### config.mk
export PLATFORM = sky130hd
export DESIGN_NAME = current_search_ctrl_flat
export DESIGN_NICKNAME = d
export VERILOG_FILES = /design/src/rtl/current_search_if.sv /design/src/rtl/current_search_ctrl.sv /design/src/flat_wrapper.sv
export SDC_FILE = /design/constraint.sdc
export NUM_CORES = 1
export LEC_CHECK = 0
export CAP_MARGIN = 15
export CORE_MARGIN = 10
export CORE_UTILIZATION = 40
export CTS_BUF_LIST = sky130_fd_sc_hd__clkbuf_4
export CTS_CLUSTER_DIAMETER = 100
export DETAILED_ROUTE_END_ITERATION = 12
export GPL_TIMING_DRIVEN = 0
export PLACE_DENSITY = 0.57
export SYNTH_ARGS = -nofsm -noshare
export SYNTH_HDL_FRONTEND = slang
export SYNTH_SLANG_ARGS = --single-unit
### constraint.sdc
create_clock -name clk -period 8.9 [get_ports clk]
set_input_delay 1.335 -clock clk [delete_from_list [all_inputs] [get_ports clk]]
set_output_delay 1.335 -clock clk [all_outputs]
set_load 0.05 [all_outputs]
### src/rtl/current_search_if.sv
// Handshake/bus bundle between the current-search controller and its host/plant.
// The slave side is the controller; the master side drives requests and the plant readback.
interface current_search_if #(
   parameter int BUS_WIDTH = 10,
   parameter int ITER_W    = 5
);
   logic                 start;
   logic                 mode;
   logic [BUS_WIDTH-1:0] q_desired;
   logic [BUS_WIDTH-1:0] i_ref_setup;
   logic [BUS_WIDTH-1:0] q_measured;
   logic [BUS_WIDTH-1:0] i_ref;
   logic                 busy;
   logic                 done;
   logic [1:0]           status;
   logic [ITER_W-1:0]    iter_count;

   modport master (
      output start, mode, q_desired, i_ref_setup, q_measured,
      input  i_ref, busy, done, status, iter_count
   );

   modport slave (
      input  start, mode, q_desired, i_ref_setup, q_measured,
      output i_ref, busy, done, status, iter_count
   );
endinterface

### src/rtl/current_search_ctrl.sv
// Closed-loop i_ref search: bisection or false-position over [0, i_ref_setup]
// until |q_measured - q_desired| <= TOL, reporting the best probe seen.
module current_search_ctrl #(
   parameter int BUS_WIDTH     = 10,
   parameter int TOL           = 1,
   parameter int SETTLE_CYCLES = 2,
   parameter int MAX_ITER      = 16,
   parameter int ITER_W        = 5
) (
   input  logic            clk,
   input  logic            rst_n,
   current_search_if.slave bus
);
   localparam int W   = BUS_WIDTH;
   localparam int SCW = (SETTLE_CYCLES > 1) ? $clog2(SETTLE_CYCLES) : 1;
   localparam int DCW = $clog2(W + 1);
   localparam logic [W:0] TOL_V = (W+1)'(TOL);
   localparam logic [1:0] ST_CONV = 2'b00, ST_OOR = 2'b01, ST_ITER = 2'b10, ST_COLL = 2'b11;

   typedef enum logic [2:0] {S_IDLE, S_PROBE_LO, S_PROBE_HI, S_STEP, S_DIV, S_SETTLE, S_EVAL, S_DONE} state_t;
   typedef enum logic [1:0] {PH_LO, PH_HI, PH_MID} phase_t;

   state_t              state_q, state_d, eval_next;
   phase_t              phase_q, phase_d;
   logic                mode_q, mode_d;
   logic [W-1:0]        q_des_q, q_des_d, hi_q, hi_d, a_q, a_d, b_q, b_d;
   logic signed [W:0]   fa_q, fa_d, fb_q, fb_d;
   logic [W-1:0]        best_x_q, best_x_d;
   logic [W:0]          best_abs_q, best_abs_d;
   logic [W-1:0]        i_ref_q, i_ref_d;
   logic                busy_q, busy_d, done_q, done_d;
   logic [1:0]          status_q, status_d, eval_status;
   logic [ITER_W-1:0]   iter_q, iter_d, iter_inc;
   logic [SCW-1:0]      cnt_q, cnt_d;
   logic [DCW-1:0]      div_cnt_q, div_cnt_d;
   logic [W:0]          rem_q, rem_d, num_q, num_d, den_q, den_d;
   logic [W-1:0]        quo_q, quo_d;

   logic signed [W:0]   err;
   logic                err_neg, hit, better, eval_fin, start_ok, div_last, settle_last, div_ge, fp_degen;
   logic [W:0]          abs_err, best_abs_new, sum_ab, neg_fa, den_val, div_rem_next, quo_next, fp_c;
   logic [W-1:0]        best_x_new, a_new, b_new, mid, span_ab;
   logic [2*W:0]        prod;
   logic [W+1:0]        div_shift;

   assign err          = $signed({1'b0, bus.q_measured}) - $signed({1'b0, q_des_q});
   assign err_neg      = err[W];
   assign abs_err      = err_neg ? -err : err;
   assign hit          = (abs_err <= TOL_V);
   assign better       = (abs_err < best_abs_q);
   assign best_x_new   = better ? i_ref_q : best_x_q;
   assign best_abs_new = better ? abs_err : best_abs_q;
   assign a_new        = (phase_q == PH_MID && err_neg)  ? i_ref_q : a_q;
   assign b_new        = (phase_q == PH_MID && !err_neg) ? i_ref_q : b_q;
   assign iter_inc     = iter_q + ITER_W'(1);
   assign start_ok     = bus.start && (state_q == S_IDLE || state_q == S_DONE);
   assign settle_last  = (cnt_q == SCW'(SETTLE_CYCLES - 1));

   assign sum_ab  = {1'b0, a_q} + {1'b0, b_q};
   assign mid     = W'(sum_ab >> 1);
   assign neg_fa  = -fa_q;
   assign span_ab = b_q - a_q;
   assign prod    = (2*W+1)'(neg_fa) * (2*W+1)'(span_ab);
   assign den_val = fb_q - fa_q;

   // The quotient never exceeds b-a, so the top dividend bits start as the
   // partial remainder and only W+1 restoring steps are needed.
   assign div_shift    = {rem_q, num_q[W]};
   assign div_ge       = (div_shift >= {1'b0, den_q});
   assign div_rem_next = div_ge ? (W+1)'(div_shift - {1'b0, den_q}) : div_shift[W:0];
   assign quo_next     = {quo_q, div_ge};
   assign div_last     = (div_cnt_q == DCW'(W));
   assign fp_c         = {1'b0, a_q} + quo_next;
   assign fp_degen     = (quo_next == '0) || (fp_c == {1'b0, b_q});

   always_ff @(posedge clk or negedge rst_n) begin
      if (!rst_n) begin
         state_q <= S_IDLE;    phase_q <= PH_LO;    mode_q <= 1'b0;
         q_des_q <= '0;        hi_q <= '0;          a_q <= '0;        b_q <= '0;
         fa_q <= '0;           fb_q <= '0;          best_x_q <= '0;   best_abs_q <= '1;
         i_ref_q <= '0;        busy_q <= 1'b0;      done_q <= 1'b0;   status_q <= ST_CONV;
         iter_q <= '0;         cnt_q <= '0;         div_cnt_q <= '0;
         rem_q <= '0;          num_q <= '0;         den_q <= '0;      quo_q <= '0;
      end else begin
         state_q <= state_d;   phase_q <= phase_d;  mode_q <= mode_d;
         q_des_q <= q_des_d;   hi_q <= hi_d;        a_q <= a_d;       b_q <= b_d;
         fa_q <= fa_d;         fb_q <= fb_d;        best_x_q <= best_x_d; best_abs_q <= best_abs_d;
         i_ref_q <= i_ref_d;   busy_q <= busy_d;    done_q <= done_d; status_q <= status_d;
         iter_q <= iter_d;     cnt_q <= cnt_d;      div_cnt_q <= div_cnt_d;
         rem_q <= rem_d;       num_q <= num_d;      den_q <= den_d;   quo_q <= quo_d;
      end
   end

   // Decide the outcome of the probe sampled this cycle.
   always_comb begin
      eval_fin    = 1'b0;
      eval_status = ST_CONV;
      eval_next   = S_STEP;
      case (phase_q)
         PH_LO: begin
            if (hit) eval_fin = 1'b1;
            else if (!err_neg || hi_q == '0) begin eval_fin = 1'b1; eval_status = ST_OOR; end
            else eval_next = S_PROBE_HI;
         end
         PH_HI: begin
            if (hit) eval_fin = 1'b1;
            else if (err_neg) begin eval_fin = 1'b1; eval_status = ST_OOR; end
         end
         default: begin
            if (hit) eval_fin = 1'b1;
            else if (b_new - a_new <= W'(1)) begin eval_fin = 1'b1; eval_status = ST_COLL; end
            else if (iter_inc == ITER_W'(MAX_ITER)) begin eval_fin = 1'b1; eval_status = ST_ITER; end
         end
      endcase
   end

   always_comb begin
      state_d = state_q;
      case (state_q)
         S_IDLE, S_DONE: state_d = start_ok ? S_PROBE_LO : S_IDLE;
         S_PROBE_LO:     state_d = S_SETTLE;
         S_PROBE_HI:     state_d = S_SETTLE;
         S_STEP:         state_d = mode_q ? S_DIV : S_SETTLE;
         S_DIV:          state_d = div_last ? S_SETTLE : S_DIV;
         S_SETTLE:       state_d = settle_last ? S_EVAL : S_SETTLE;
         S_EVAL:         state_d = eval_fin ? S_DONE : eval_next;
         default:        state_d = S_IDLE;
      endcase
   end

   always_comb begin
      phase_d = phase_q;   mode_d = mode_q;     q_des_d = q_des_q;   hi_d = hi_q;
      a_d = a_q;           b_d = b_q;           fa_d = fa_q;         fb_d = fb_q;
      best_x_d = best_x_q; best_abs_d = best_abs_q;
      i_ref_d = i_ref_q;   busy_d = busy_q;     done_d = done_q;     status_d = status_q;
      iter_d = iter_q;     cnt_d = cnt_q;       div_cnt_d = div_cnt_q;
      rem_d = rem_q;       num_d = num_q;       den_d = den_q;       quo_d = quo_q;
      case (state_q)
         S_IDLE, S_DONE: begin
            if (start_ok) begin
               busy_d = 1'b1;  done_d = 1'b0;  iter_d = '0;
               mode_d = bus.mode;  q_des_d = bus.q_desired;  hi_d = bus.i_ref_setup;
               best_x_d = '0;  best_abs_d = '1;
            end
         end
         S_PROBE_LO: begin i_ref_d = '0;   phase_d = PH_LO; cnt_d = '0; end
         S_PROBE_HI: begin i_ref_d = hi_q; phase_d = PH_HI; cnt_d = '0; end
         S_STEP: begin
            if (mode_q) begin
               rem_d = {1'b0, prod[2*W:W+1]};  num_d = prod[W:0];
               den_d = den_val;  quo_d = '0;  div_cnt_d = '0;
            end else begin
               i_ref_d = mid;  phase_d = PH_MID;  cnt_d = '0;
            end
         end
         S_DIV: begin
            rem_d = div_rem_next;  num_d = {num_q[W-1:0], 1'b0};
            quo_d = quo_next[W-1:0];  div_cnt_d = div_cnt_q + DCW'(1);
            if (div_last) begin
               i_ref_d = fp_degen ? mid : fp_c[W-1:0];
               phase_d = PH_MID;  cnt_d = '0;
            end
         end
         S_SETTLE: cnt_d = cnt_q + SCW'(1);
         S_EVAL: begin
            best_x_d = best_x_new;  best_abs_d = best_abs_new;
            case (phase_q)
               PH_LO: begin a_d = '0;   fa_d = err; end
               PH_HI: begin b_d = hi_q; fb_d = err; end
               default: begin
                  a_d = a_new;  b_d = b_new;  iter_d = iter_inc;
                  if (err_neg) fa_d = err;
                  else         fb_d = err;
               end
            endcase
            if (eval_fin) begin
               i_ref_d = best_x_new;  busy_d = 1'b0;  done_d = 1'b1;  status_d = eval_status;
            end
         end
         default: ;
      endcase
   end

   assign bus.i_ref      = i_ref_q;
   assign bus.busy       = busy_q;
   assign bus.done       = done_q;
   assign bus.status     = status_q;
   assign bus.iter_count = iter_q;
endmodule

### src/flat_wrapper.sv
// flat-port wrapper written by rule: the top's interface ports become plain ports
module current_search_ctrl_flat 
#(
   parameter int BUS_WIDTH     = 10,
   parameter int TOL           = 1,
   parameter int SETTLE_CYCLES = 2,
   parameter int MAX_ITER      = 16,
   parameter int ITER_W        = 5
)
  (clk, rst_n, bus_start, bus_mode, bus_q_desired, bus_i_ref_setup, bus_q_measured, bus_i_ref, bus_busy, bus_done, bus_status, bus_iter_count);
  current_search_if #(.BUS_WIDTH(BUS_WIDTH), .ITER_W(ITER_W)) bus_i ();
  input  logic clk;
  input  logic rst_n;
  input wire logic [$bits(bus_i.start)-1:0] bus_start;
  input wire logic [$bits(bus_i.mode)-1:0] bus_mode;
  input wire logic [$bits(bus_i.q_desired)-1:0] bus_q_desired;
  input wire logic [$bits(bus_i.i_ref_setup)-1:0] bus_i_ref_setup;
  input wire logic [$bits(bus_i.q_measured)-1:0] bus_q_measured;
  output wire logic [$bits(bus_i.i_ref)-1:0] bus_i_ref;
  output wire logic [$bits(bus_i.busy)-1:0] bus_busy;
  output wire logic [$bits(bus_i.done)-1:0] bus_done;
  output wire logic [$bits(bus_i.status)-1:0] bus_status;
  output wire logic [$bits(bus_i.iter_count)-1:0] bus_iter_count;
  assign bus_i.start = bus_start;
  assign bus_i.mode = bus_mode;
  assign bus_i.q_desired = bus_q_desired;
  assign bus_i.i_ref_setup = bus_i_ref_setup;
  assign bus_i.q_measured = bus_q_measured;
  assign bus_i_ref = bus_i.i_ref;
  assign bus_busy = bus_i.busy;
  assign bus_done = bus_i.done;
  assign bus_status = bus_i.status;
  assign bus_iter_count = bus_i.iter_count;
  current_search_ctrl #(.BUS_WIDTH(BUS_WIDTH), .TOL(TOL), .SETTLE_CYCLES(SETTLE_CYCLES), .MAX_ITER(MAX_ITER), .ITER_W(ITER_W)) u_core (.clk(clk), .rst_n(rst_n), .bus(bus_i));
endmodule
; Word-level counts from Yosys, hierarchy flattened
; Cells that the tools add are included.
[classes]
add_sub_neg = 12
multipliers = 1
order_cmp = 4
n_eq_ne = 20
mux = 69
bitwise = 2
n_reduce_logical = 35
[ops]
columns = operator, n
row1 = 11-bit one-hot mux with 2 select lines, 5
row2 = 10-bit two-way mux, 9
row3 = 11-bit two-way mux, 8
row4 = 10-bit one-hot mux with 2 select lines, 4
row5 = 10-bit one-hot mux with 5 select lines, 1
row6 = 11-bit negator, 2
row7 = 11-bit subtractor, 2
row8 = 11-bit by 10-bit multiplier with 21-bit output, 1
row9 = 3-bit AND reduction, 7
row10 = 10-bit subtractor, 2
row11 = 1-bit two-way mux, 19
row12 = 3-bit one-hot mux with 6 select lines, 1
row13 = 2-bit two-way mux, 8
row14 = 2-bit AND reduction, 7
row15 = 3-bit == test (second input constant), 4
row16 = 12-bit by 11-bit greater-or-equal comparator with 1-bit output, 1
row17 = 10-bit by 10-bit adder with 11-bit output, 1
row18 = 10-bit by 11-bit adder with 11-bit output, 1
row19 = 11-bit by 10-bit == test with 1-bit output, 1
row20 = 11-bit by 1-bit less-or-equal comparator with 1-bit output (second input constant), 1
row21 = 11-bit zero test, 1
row22 = 11-bit less-than comparator, 1
row23 = 10-bit by 10-bit subtractor with 11-bit output, 1
row24 = 10-bit by 1-bit less-or-equal comparator with 1-bit output (second input constant), 1
row25 = other kinds (32), 54
[totals]
reg_bits = 156
output_inout_bits = 19
word_cells = 165

; Logic depth before layout (Yosys ltp)
; Gate-level depths: netlist of the first run.
[depth]
word_depth = 11
ltp_mapped = 33
depth_no_buf = 33

; Worst setup path after synthesis of the first run
; OpenSTA, ideal clock, no wires.
[synth_timing]
path_kind = register to register
start = reg u_core.a_q[1]
end = reg u_core.rem_q[9]
setup_ns = 0.137
arrival_time_ns = 7.052
t_required_ns = 8.763
setup_slack_ns = 1.711
stages_incl_launch_ff = 31
n_path_buf = 0
period_less_slack_ns = 7.189
path_cell_list = dfrtp_1 inv_1 ha_1 nor2b_1 o21ai_1 a21boi_1 o21ai_1 a21oi_1 o21ai_1 a21oi_1 or4b_1 nand3_1 nor2b_1 fa_1 fa_1 fa_1 fa_1 inv_1 fa_1 inv_1 ha_1 a21o_1 a21o_1 a21o_1 a21oi_1 o31ai_1 a31oi_1 o21ai_1 a31oi_1 mux2i_1 o211ai_1
[synth_between]
elab_chain_cells = 4
[synth_lines]
columns = item, line_no
row1 = "start, declared", current_search_ctrl.sv:26  ; logic [W-1:0] q_des_q, q_des_d, hi_q, hi_d, a_q, a_d, b_q, b_d;
row2 = "start signal, assigned", current_search_ctrl.sv:79  ; q_des_q <= '0; hi_q <= '0; a_q <= '0; b_q <= '0;
row3 = "start signal, assigned", current_search_ctrl.sv:86  ; q_des_q <= q_des_d; hi_q <= hi_d; a_q <= a_d; b_q <= b_d;
row4 = 10-bit subtractor, current_search_ctrl.sv:62  ; assign span_ab = b_q - a_q;
row5 = 11-bit by 10-bit multiplier with 21-bit output, current_search_ctrl.sv:63  ; assign prod = (2*W+1)'(neg_fa) * (2*W+1)'(span_ab);
row6 = 11-bit two-way mux, current_search_ctrl.sv:149  ; if (mode_q) begin
row7 = 11-bit one-hot mux with 2 select lines, current_search_ctrl.sv:138  ; case (state_q)
row8 = "end signal, assigned", current_search_ctrl.sv:90  ; rem_q <= rem_d; num_q <= num_d; den_q <= den_d; quo_q <= quo_d;
row9 = "end, declared", current_search_ctrl.sv:36  ; logic [W:0] rem_q, rem_d, num_q, num_d, den_q, den_d;
; No other way between the ends. The select of a mux whose other input is x is not followed.
; A chain may end at the register's enable or synchronous reset.

; Final worst setup path of the first run
[layout_timing]
start = reg u_core.b_q[0]
end = reg u_core.rem_q[9]
[layout_between]
elab_chain_cells = 4
[layout_lines]
columns = item, line_no
row1 = "start, declared", current_search_ctrl.sv:26
row2 = "start signal, assigned", current_search_ctrl.sv:79
row3 = "start signal, assigned", current_search_ctrl.sv:86
row4 = 10-bit subtractor, current_search_ctrl.sv:62
row5 = 11-bit by 10-bit multiplier with 21-bit output, current_search_ctrl.sv:63
row6 = 11-bit two-way mux, current_search_ctrl.sv:149
row7 = 11-bit one-hot mux with 2 select lines, current_search_ctrl.sv:138
; No other way between the ends. The select of a mux whose other input is x is not followed.

==> summary.txt, run 1 <==
Critical path
  – Slowest CP cell: fa_1
  – Setup crit end kind: flip-flop
  – Crit path launch type: flip-flop
  – Crit-path max cell delay: 0.58 ns
  – Critical path arrival: 8.57 ns
  – Crit path kind: reg -> reg
  – Crit path required time: 9.42 ns
  – Max FO, Critical Path: 7
  – Critical Path Most Common Cell: fa_1

Final layout
  – Nets: 2089
  – Post-route cell area: 16050 µm²
  – Finished Layout Cells: 2323
  – Share of layout cells above drive strength 1: 3.458%
  – Synth-to-Final Area Change: 9.504%

Synthesis
  – Number of synthesized flops with an enable pin: 0
  – Post-synth top flop: dfrtp_1
  – Synth cell count leaders: nand2_1 (275), inv_1 (190), dfrtp_1 (145)
  – Post-Syn Instances: 1766
  – Largest family of logic cells by synthesized area: adder cells
  – Post-synthesis xor/xnor area fraction: 5.653%
  – Synth Register Bits: 156
  – Synth warn: 0
  – Area share of the largest cell type after synthesis: 24.76%
  – Count leader, synth: nand2_1
  – Sequential share of the synthesized area: 26.74%
  – Netlist cell types: 76
  – Fraction of registers with async set or reset after synthesis: 100.0%
  – Average size of a mapped cell: 8.297 µm²
  – Simple-gate share of the synthesized area: 18.38%
  – Syn_nets: 2017
  – Adder-cell share of the synthesized area: 22.47%
  – Mux cell area share after synthesis: 2.647%
  – Synthesized area: 14650 µm²
  – Synth area leaders: dfrtp_1 (25%), ha_1 (12%), fa_1 (11%), nand2_1 (7.0%), inv_1 (4.9%)
  – Leading area contributor after synthesis: dfrtp_1
  – Synth Area in Compound Gates: 17.63%

Clock network
  – Clk_lat worst skew: 0.65 ns
  – Total CTS buffers: 17
  – CTS-repair resized insts: 0
  – Clock slew at reported path FFs: 0.14 ns
  – Deepest clock path buffer count: 2
  – Post-CTS Hold Fix Bufs: 0
  – CTS Root Cell: clkbuf_4
  – Clock sinks: 156
  – Number of setup buffers added after CTS: 0
  – TritonCTS clock tree: yes
  – CTS H-tree lvls: 4

STA
  – Fin crit share: 90.46%
  – F_max: 0.1242 GHz
  – Slew headroom: 19.33%
  – Worst-Margin Slew: 1.201 ns
  – Slew Viols, Final: 0
  – Skew final: 0.02977 ns
  – Crit path time final: 8.051 ns
  – Finish-stage setup viols: 0
  – Final Hold Violating Endpoints: 0
  – Fin Hold WS: 0.4934 ns
  – Unrepaired setup endpoints after global routing: no

Drt
  – Wirelength per Cell: 17.80 µm
  – Vias after detailed routing: 12480
  – Vias per cell: 5.371
  – Final WL: 41350 µm
  – DR iter-0 viols: 840
  – Routed Antenna Nets: 0
  – Pre-Repair DR Iteration Count: 5
  – DRC errors left: 0

Floorplan
  – Cell Rows: 70
  – Starting Density: 40.31%
  – I/O Pins: 53
  – CORE AREA: 36350 µm²
  – Die H: 211.4 µm
  – Width of the chip: 211.4 µm
  – Die area: 44690 µm²

Job
  – Maxcap violations: 0

GRT
  – Antenna violations before repair: 2
  – Number of global-route vias before repair: 12380
  – Largest net degree at the start of global routing: 85
  – Global-route wire length before repair: 67840 µm
  – Global route overflow: 0
  – Total track usage: 19.03%

Place
  – Hpwl dp: 33230 µm
  – Placed Area: 15790 µm²
  – PortBufs: 52
  – Placed Cells incl. Taps: 2287
  – Final Wtd Congestion: 0.9153

Hold path
  – Hold Crit Class: reg -> reg

Status
  – Outcome: finished, final reports clean
==> cells by family (layout without fill, tap and decap cells) <==
group	after synthesis	in the layout
XOR/XNOR	93	93
flip-flops	156	156
adder cells (fa/ha/maj)	217	217
AO/OA/AOI/OAI	413	413
multiplexers	38	38
other	0	4
AND/OR/NAND/NOR	597	597
buffers and inverters	252	337
==> path summary, 6_finish.rpt <==
kind                       cells after the start  slack, ns                         from                             to
setup / recovery                              31       0.85    u_core.b_q[0]$_DFFE_PN0P_    u_core.rem_q[9]$_DFFE_PN0P_
hold / removal                                 2       0.49  u_core.num_q[3]$_DFFE_PN0P_    u_core.num_q[3]$_DFFE_PN0P_
setup reg to reg                              31       0.85    u_core.b_q[0]$_DFFE_PN0P_    u_core.rem_q[9]$_DFFE_PN0P_
hold reg to reg                                2       0.49  u_core.num_q[3]$_DFFE_PN0P_    u_core.num_q[3]$_DFFE_PN0P_
max in group asynchronous                      2       7.42                        rst_n    u_core.den_q[9]$_DFFE_PN0P_
min in group asynchronous                      1       0.63                        rst_n  u_core.phase_q[1]$_DFFE_PN0P_
==> layout by cell type, fill, tap and decap left out, drive strengths merged, types with 35 or more instances in the layout <==
| cell type | n |
|---|---|
| dfrtp | 145 |
| clkbuf | 70 |
| ha | 140 |
| fa | 77 |
| nand3 | 41 |
| xnor2 | 62 |
| inv | 192 |
| nor2 | 123 |
| nor3 | 35 |
| nand2 | 275 |
| clkdlybuf4s50 | 51 |
| o21ai | 162 |
| a21oi | 88 |
==> sequential cells by signal (all words and copies together), names as in the netlist, 2 cells and up <==
name / cells
u_core.phase_q: 2
u_core.best_x_q: 10
u_core.fb_q: 11
u_core.den_q: 11
u_core.num_q: 11
u_core.bus.i_ref: 10
u_core.b_q: 10
u_core.quo_q: 10
u_core.div_cnt_q: 4
u_core.state_q: 3
u_core.fa_q: 11
u_core.q_des_q: 10
u_core.best_abs_q: 11
u_core.a_q: 10
u_core.bus.iter_count: 5
u_core.rem_q: 11
u_core.hi_q: 10
u_core.bus.status: 2
==> through the flow <==
step / utilization (%) / TNS (ns) / worst slack, ns
6_report: 44.14 / 0 / 0.8493
5_1_grt: 44.14 / 0 / 0.2815
4_1_cts: 44.12 / 0 / 0.7919
3_5_place_dp: 43.45 / 0 / 0.8228
3_3_place_gp: 43.36 / -32.32 / -0.2454
2_1_floorplan: - / 0 / 1.711
==> layer usage <==
metal	wire length (µm)	vias up	track usage, %
met5	0	-	0
met4	591	0	4.364
met3	1498	37	2.854
met2	19950	205	31.83
met1	19310	6053	25.38
li1	-	6182	-
==> critical path, delay by kind of cell (launching register included) <==
kind                       cells  cell delay, ns
DFF                            1            0.48
xor gates and xnor gates       1            0.33
adders and majority gates      8            3.57
buffers and inverters          4            0.33
AOI/OAI and AO/OA             14            2.71
muxes                          1            0.28
and+or+nand+nor                3            0.24
==> final cells by class <==
| cell class | instances | area (µm²) |
|---|---|---|
| well taps | 468 | 585.6 |
| plain buffers | 61 | 232.7 |
| clock buffers | 19 | 142.6 |
| clock inverters | 13 | 101.3 |
| flip-flops and latches | 156 | 3918 |
| fillers | 3670 | 20300 |
| repair buffers | 53 | 553.0 |
| inverters | 191 | 716.9 |
| diodes | 4 | 10.01 |
| multi-input cells | 1358 | 9786 |
Power of run 1 is left out: the tool's default activity adds up to more than one toggle a clock period on the data nets, which glitch-free logic cannot reach.
==> inputs of run 2 (changes only) <==
--- a/config.mk
+++ b/config.mk
@@ -7,12 +7,12 @@
 export LEC_CHECK = 0
 export CAP_MARGIN = 15
 export CORE_MARGIN = 10
-export CORE_UTILIZATION = 40
+export CORE_UTILIZATION = 35
 export CTS_BUF_LIST = sky130_fd_sc_hd__clkbuf_4
 export CTS_CLUSTER_DIAMETER = 100
 export DETAILED_ROUTE_END_ITERATION = 12
 export GPL_TIMING_DRIVEN = 0
-export PLACE_DENSITY = 0.57
+export PLACE_DENSITY = 0.52
 export SYNTH_ARGS = -nofsm -noshare
 export SYNTH_HDL_FRONTEND = slang
 export SYNTH_SLANG_ARGS = --single-unit
==> run 2 against run 1 <==
  * Critical path type unchanged
  * Critical path depth stayed put
  * Global-route usage shrank 1.8 points
  * Clock-buffer cell count is 2 lower
  * Critical endpoint unchanged
==> summary.txt, run 2 (synthesized netlist as in run 1, its figures left out) <==
Final layout
  – FILL cells: 4319 (+18%)
  – Share of layout cells above drive strength 1: 3.512% (+0.054 points)
  – Nets: 2089 (unchanged)
  – Finished Layout Cells: 2384 (+2.6%)
  – Most frequent cells in the layout: nand2_1 (275), inv_1 (190), dfrtp_1 (145)
  – Fin util: 39.29% (-4.9 points)
  – Synth-to-Final Area Change: 10.22%
  – Commonest non-fill, non-tap cell in the layout: nand2_1

STA
  – Skew final: 0.03764 ns (+0.007873 ns)
  – Crit path time final: 8.112 ns (+0.06162 ns)
  – Worst-Margin Slew: 1.153 ns (-0.04812 ns)
  – Unrepaired setup endpoints after global routing: no
  – Final Hold Violating Endpoints: 0 (unchanged)
  – Finish-stage setup viols: 0 (unchanged)
  – Slew headroom: 22.56% (+3.2 points)
  – Slew Viols, Final: 0 (unchanged)
  – F_max: 0.1233 GHz (-0.76%)
  – Fin crit share: 91.15% (+0.69 points)

GRT
  – Number of global-route vias before repair: 12530 (+1.3%)
  – Antenna violations before repair: 1 (-1)
  – Global route overflow: 0 (unchanged)
  – Total track usage: 17.23% (-1.8 points)
  – Largest net degree at the start of global routing: 117 (+38%)
  – Global-route wire length before repair: 69210 µm (+2.0%)

Drt
  – Final WL: 42750 µm (+3.4%)
  – Routed Antenna Nets: 0 (unchanged)
  – DRC errors left: 0 (unchanged)
  – Pre-Repair DR Iteration Count: 5 (unchanged)
  – Wirelength per Cell: 17.93 µm (+0.73%)
  – Vias after detailed routing: 12600 (+0.95%)
  – Vias per cell: 5.283 (-1.6%)
  – DR iter-0 viols: 892 (+6.2%)

Critical path
  – Max FO, Critical Path: 7 (unchanged)
  – Reg2reg path depth: 31 (unchanged)
  – Setup crit end kind: flip-flop
  – Critical Path Most Common Cell: fa_1
  – R2r setup slk: 0.79 ns (-0.06 ns)
  – Worst R2R End: u_core.rem_q[9]$_DFFE_PN0P_
  – Crit path kind: reg -> reg
  – Critical path arrival: 8.60 ns (+0.03 ns)
  – Slowest CP cell: fa_1
  – R2r startpoint: u_core.b_q[0]$_DFFE_PN0P_
  – Crit path launch type: flip-flop
  – Crit path required time: 9.38 ns (-0.04 ns)
  – Crit-path max cell delay: 0.55 ns (-0.03 ns)

Hold path
  – Min-Delay Endpoint: u_core.den_q[6]$_DFFE_PN0P_
  – Hold Crit Class: reg -> reg
  – WHS Path Cells: 2 (unchanged)
  – Hold Startpoint: u_core.den_q[6]$_DFFE_PN0P_

Floorplan
  – Die H: 224.6 µm (+6.3%)
  – I/O Pins: 53 (unchanged)
  – Die area: 50450 µm² (+13%)
  – Width of the chip: 224.6 µm (+6.3%)
  – CORE AREA: 41110 µm² (+13%)
  – Starting Density: 35.64% (-4.7 points)
  – Cell Rows: 74 (+5.7%)

Clock network
  – TritonCTS clock tree: yes
  – CTS H-tree lvls: 4 (unchanged)
  – CTS Root Cell: clkbuf_4
  – Deepest clock path buffer count: 2 (unchanged)
  – Clk_lat worst skew: 0.63 ns (-0.02 ns)
  – Number of setup buffers added after CTS: 0 (unchanged)
  – Post-CTS Hold Fix Bufs: 0 (unchanged)
  – Total CTS buffers: 17 (unchanged)
  – CTS-repair resized insts: 0 (unchanged)
  – Clock slew at reported path FFs: 0.14 ns (about the same)
  – Clock sinks: 156 (unchanged)

Place
  – PortBufs: 52 (unchanged)
  – Placed Cells incl. Taps: 2351 (+2.8%)
  – Final Wtd Congestion: 0.8958 (-2.1%)
  – Hpwl dp: 34110 µm (+2.6%)

Job
  – Maxcap violations: 0 (unchanged)

Status
  – Outcome: finished, final reports clean
==> run 2: changes by cell type in the layout (fill, tap and decap cells not counted), sizes merged <==
| cell | delta |
|---|---|
| diode | -3 |
| clkbuf | -2 |
| clkinv | +1 |
| bufinv | +1 |
==> run 2: how the worst max path moves through the flow <==
stage                                   start                          end  cells past startpoint
global route        u_core.b_q[0]$_DFFE_PN0P_  u_core.rem_q[9]$_DFFE_PN0P_                     31
CTS                 u_core.a_q[1]$_DFFE_PN0P_  u_core.rem_q[9]$_DFFE_PN0P_                     30
detailed placement  u_core.a_q[1]$_DFFE_PN0P_  u_core.rem_q[9]$_DFFE_PN0P_                     30
floorplan           u_core.a_q[1]$_DFFE_PN0P_  u_core.rem_q[9]$_DFFE_PN0P_                     30
global placement                        rst_n  u_core.rem_q[8]$_DFFE_PN0P_                      1
finish              u_core.b_q[0]$_DFFE_PN0P_  u_core.rem_q[9]$_DFFE_PN0P_                     31
==> run 2: area by class of cell <==
cell class	instances	area (µm²)	share of cell area [%]
tap	532	665.6	4.121
multi-input combinational	1358	9786	60.59
inverter	191	716.9	4.439
sequential	156	3918	24.26
clock inverter	15	148.9	0.9219
timing repair buffer	53	553.0	3.424
antenna	1	2.502	0.01549
buffer	61	232.7	1.441
clock buffer	17	127.6	0.7902
==> run 2: routing by layer <==
| layer | track usage (%) | up-vias | wire [µm] |
|---|---|---|---|
| met2 | 28.42 | 237 | 20220 |
| met1 | 23.24 | 6147 | 20230 |
| met4 | 4.540 | 0 | 714 |
| li1 | - | 6176 | - |
| met5 | 0 | - | 0 |
| met3 | 2.407 | 35 | 1581 |
==> run 2: per-stage QoR <==
step / setup WS, ns / instance area (µm²) / hold slack [ns] / TNS (ns)
floorplan: 1.711 / 14650 / 0.4464 / 0
global placement: -0.1995 / 15840 / 0.4604 / -24.32
detailed placement: 0.8004 / 15870 / 0.4650 / 0
CTS: 0.7280 / 16150 / 0.4958 / 0
global route: 0.1061 / 16150 / 0.5322 / 0
finish: 0.7877 / 16150 / 0.4956 / 0
==> run 2: worst max-delay path, delay by kind of cell, from the launching register on <==
kind,cells,cell delay [ns]
XOR/XNOR,1,0.35
multiplexers,1,0.32
adder cells (fa/ha/maj),8,3.55
buffers and inverters,4,0.33
AND/OR/NAND/NOR,3,0.26
AO/OA/AOI/OAI,14,2.68
flip-flops,1,0.48
Power of run 2 is left out for the same reason.
==> inputs of run 3 (changes only) <==
==> constraint.sdc (replaced) <==
create_clock -name clk -period 10 [get_ports clk]
set_input_delay 1.5 -clock clk [delete_from_list [all_inputs] [get_ports clk]]
set_output_delay 1.5 -clock clk [all_outputs]
set_load 0.05 [all_outputs]
==> results of run 3 <==
The final DEF is identical to that of run 2. Status: finished, final reports clean.
Main changes from that run: setup slack after placement 0.8004 ns -> 1.900 ns; setup slack after layout 0.7877 ns -> 1.888 ns; register-to-register setup slack 0.79 ns -> 1.89 ns
Power of run 3 is left out for the same reason.
